==> src/rtl/program_loader.sv <==
// Loads a byte stream (count, big-endian words, XOR checksum) into instruction memory and holds the CPU until verified.
// Three cycles per word with a continuous stream; byte_valid may stall any byte-accepting state indefinitely.
module program_loader (
    input  logic        clk,
    input  logic        reset,
    input  logic        start,
    input  logic        byte_valid,
    input  logic [7:0]  byte_data,
    output logic        byte_ready,
    output logic        instr_write_enable,
    output logic [7:0]  instr_address,
    output logic [15:0] instr_data,
    output logic        cpu_hold,
    output logic        load_done,
    output logic        load_error
);

    typedef enum logic [2:0] {
        S_IDLE,
        S_COUNT,
        S_HIGH,
        S_LOW,
        S_WRITE,
        S_CHECK,
        S_DONE
    } state_t;

    state_t      state;
    state_t      state_nxt;
    logic [8:0]  remaining;
    logic [7:0]  checksum;
    logic        accept;
    logic        begin_load;

    assign accept = byte_ready & byte_valid;

    always_ff @(posedge clk or negedge reset) begin
        if (!reset) begin
            state <= S_IDLE;
        end else begin
            state <= state_nxt;
        end
    end

    always_comb begin
        state_nxt          = state;
        byte_ready         = 1'b0;
        instr_write_enable = 1'b0;
        cpu_hold           = 1'b1;
        begin_load         = 1'b0;
        case (state)
            S_IDLE: begin
                if (start) begin
                    begin_load = 1'b1;
                    state_nxt  = S_COUNT;
                end
            end
            S_COUNT: begin
                byte_ready = 1'b1;
                if (byte_valid) state_nxt = S_HIGH;
            end
            S_HIGH: begin
                byte_ready = 1'b1;
                if (byte_valid) state_nxt = S_LOW;
            end
            S_LOW: begin
                byte_ready = 1'b1;
                if (byte_valid) state_nxt = S_WRITE;
            end
            S_WRITE: begin
                instr_write_enable = 1'b1;
                // remaining is decremented on this edge, so 1 here means the last word
                state_nxt = (remaining == 9'd1) ? S_CHECK : S_HIGH;
            end
            S_CHECK: begin
                byte_ready = 1'b1;
                if (byte_valid) state_nxt = S_DONE;
            end
            S_DONE: begin
                cpu_hold = load_error;
                if (start) begin
                    begin_load = 1'b1;
                    state_nxt  = S_COUNT;
                end
            end
            default: state_nxt = S_IDLE;
        endcase
    end

    always_ff @(posedge clk or negedge reset) begin
        if (!reset) begin
            remaining     <= 9'd0;
            checksum      <= 8'h00;
            instr_address <= 8'h00;
            instr_data    <= 16'h0000;
            load_done     <= 1'b0;
            load_error    <= 1'b0;
        end else begin
            if (begin_load) begin
                instr_address <= 8'h00;
                checksum      <= 8'h00;
                load_done     <= 1'b0;
                load_error    <= 1'b0;
            end
            if (accept) begin
                case (state)
                    S_COUNT: begin
                        remaining <= (byte_data == 8'h00) ? 9'd256 : {1'b0, byte_data};
                        checksum  <= checksum ^ byte_data;
                    end
                    S_HIGH: begin
                        instr_data[15:8] <= byte_data;
                        checksum         <= checksum ^ byte_data;
                    end
                    S_LOW: begin
                        instr_data[7:0] <= byte_data;
                        checksum        <= checksum ^ byte_data;
                    end
                    S_CHECK: begin
                        load_done  <= (byte_data == checksum);
                        load_error <= (byte_data != checksum);
                    end
                    default: ;
                endcase
            end
            if (state == S_WRITE) begin
                instr_address <= instr_address + 8'd1;
                remaining     <= remaining - 9'd1;
            end
        end
    end

endmodule

==> config.mk <==
export PLATFORM = sky130hd
export DESIGN_NAME = program_loader
export DESIGN_NICKNAME = d
export VERILOG_FILES = /design/src/rtl/program_loader.sv
export SDC_FILE = /design/constraint.sdc
export NUM_CORES = 1
export LEC_CHECK = 0
export CAP_MARGIN = 30
export CORE_MARGIN = 2
export CORE_UTILIZATION = 55
export DETAILED_ROUTE_END_ITERATION = 8
export PLACE_DENSITY_LB_ADDON = 0.08
export SLEW_MARGIN = 10
export SYNTH_ARGS = -nofsm -noshare
export SYNTH_HDL_FRONTEND = slang
export SYNTH_SLANG_ARGS = --single-unit
==> constraint.sdc <==
create_clock -name clk -period 3.8 [get_ports clk]
set_clock_uncertainty 0.05 [all_clocks]
set_input_delay 0.57 -clock clk [delete_from_list [all_inputs] [get_ports clk]]
set_output_delay 0.57 -clock clk [all_outputs]
set_load 0.03 [all_outputs]
==> impl_metrics.ini <==
[drt]
wire_per_inst_um = 15.6
firstDrtPassIters = 4
ant_nets = 0
wirelength_mm = 4.84
drc = 0
dr_total_vias = 1805
drt_iter0_markers = 80
avgViaCountPerCell = 5.82

[finish]
nets = 274
syn2layout_area_growth_pct = 23.4
fillCellCount = 308
layout-drive-gt1-share = 0.127
diodes = 0

[global_route]
grt_use_total = 0.221
grt_pass1_wl_mm = 7.66
grt_overflow = 0
grt_max_degree = 34
first_global_vias = 1587
antenna_found_initial = 0

[outcome]
status = completed

[setup_path]
worst-setup-path-type = reg -> out
critPathRequiredTime_ns = 3.18
end_kind = output port
crit_arrival_ns = 2.47
crit_fanout = 15
start_kind = flop

[floorplanning]
die-area_um2 = 4730
dieWidth_um = 68.8
core_area_um2 = 4030
pin_count = 41
num_rows = 23
initial_utilization = 0.573
fp.dieH_um = 68.8

[synthesis]
synth_cell_types = 46
yosysSeqAreaShare = 0.499
netlist_instances = 217
yosysTopAreaCellShare = 0.499
ys_seq_elements = 46
synth_edf_count = 0
synth_flop_cell = dfrtp_1
synth-async-reset-ratio = 1.00
syn_area_um2 = 2310
synthTopCellsByCount = dfrtp_1 (46), o21ai_0 (23), nand2_1 (17), mux2_2 (16), nor2_1 (9)
postSynthAreaPerCell_um2 = 10.6
ys_top_cells_by_area = dfrtp_1 (50%), mux2_2 (7.8%), o21ai_0 (5.0%)
mappedNetlistNets = 232
yosysTopAreaCell = dfrtp_1
yosys_warnings = 0
yosysMostFrequentCell = dfrtp_1

[clocking]
cts-resized-gates = 0
clk_pin_slew_worst_paths_ns = 0.09
cts_root_buffer = clkbuf_8
insertion_delay_ns = 0.30
htreeDepth = 2
cts_hold_buffers = 0
cts_tree = built
max-clock-path-buffers = 2
cts_buffers = 5
post-cts-setup-buffers = 0
numClockSinks = 46

[pwr]
power.total_mw = 2.22
powerDensity_nw_per_um2 = 781
cellLeakagePower_nw = 1.18
ir_drop_v = 0.000549

[timing]
setup_viol = 0
rsz0062_at_grt = false
hold_viol_final = 0
post-route-period-util = 0.813
setup_tns_ns = 0
period_needed_ns = 3.09
worst-slew-pin-transition_ns = 0.676
slew-limit-headroom = 0.547
drv_slew = 0
fmax_mhz = 324

[worst_hold_path]
hold_class = in -> async

[placed_design]
dpl.hpwl_mm = 3.48
gp_congestion = 0.843
port_buffers = 40

[flow_run]
maxCapViolCount = 0
[report_power, final]
part | total (mW) | switching, mW | internal, mW
combinational | 1.03 | 0.554 | 0.473
clock | 0.312 | 0.165 | 0.147
sequential | 0.884 | 0.198 | 0.686
total | 2.22 | 0.917 | 1.31
[routing by layer]
metal | global-route usage | part of all wire | vias to the layer above
met5 | 0 | 0 | -
met1 | 0.318 | 0.48 | 873
met2 | 0.327 | 0.45 | 38
met3 | 0.0503 | 0.050 | 8
met4 | 0.0809 | 0.013 | 0
li1 | - | - | 886
[critical path: stages (launching register included)]
cell and delay (ns):
dfrtp_1 0.62, or3b_1 0.59, inv_2 0.25, clkdlybuf4s50_1 0.71
[layout by cell type, fill, tap and decap left out, drive strengths merged, types with 5 or more instances in the layout]
master and count:
a22o 6, inv 8, mux2 16, a21oi 6, dfrtp 46, nand2 17
nor2 9, nand4 6, nor3 6, nor4 5, clkbuf 7, o21ai 25
clkdlybuf4s50 39, nor2b 8, xnor2 7
[per-stage QoR]
step	hold WS, ns	util	std cells	setup slack (ns)	area (um2)
after CTS	0.118	0.707	310	0.729	2850
after floorplan	0.224	-	217	1.92	2310
after global routing	0.130	0.707	310	0.600	2850
after detailed placement	0.428	0.684	302	1.06	2760
final	0.107	0.707	310	0.711	2850
after global placement	0.430	0.679	301	1.08	2740
[registers in the layout (all words and copies together), names as in the netlist]
name           count
instr_data        16
remaining          9
checksum           8
instr_address      8
state              3
load_done          1
load_error         1
[cell type report]
| class | count | area (um2) | share of cell area |
|---|---|---|---|
| multi-input combinational | 157 | 1100 | 0.385 |
| sequential | 46 | 1150 | 0.404 |
| inverter | 8 | 30.0 | 0.0105 |
| clock buffer | 7 | 86.3 | 0.0303 |
| clock inverter | 1 | 5.00 | 0.00176 |
| tap | 50 | 62.6 | 0.0220 |
| timing repair buffer | 41 | 415 | 0.146 |
[worst paths after layout]
kind	startpoint	endpoint	slack, ns	cells after the start
max reg2reg	state[2]	remaining[8]	1.61	4
min reg2reg	instr_address[7]	instr_address[7]	0.44	1
max in group asynchronous	reset	load_done	3.11	2
min	reset	instr_address[2]	0.11	1
min in group clk	instr_address[7]	instr_address[7]	0.44	1
max	state[2]	instr_write_enable	0.71	3
[cell families (layout without fill, tap and decap cells)]
group,Yosys count,after routing,synth area share
AOI/OAI and AO/OA,58,58,0.163
xor gates and xnor gates,10,10,0.0380
and+or+nand+nor,68,68,0.171
DFF,46,46,0.499
adders and majority gates,3,3,0.0163
muxes,18,18,0.0868
buffers and inverters,14,57,0.0260
No activity file was read; power rests on OpenSTA's default activity.
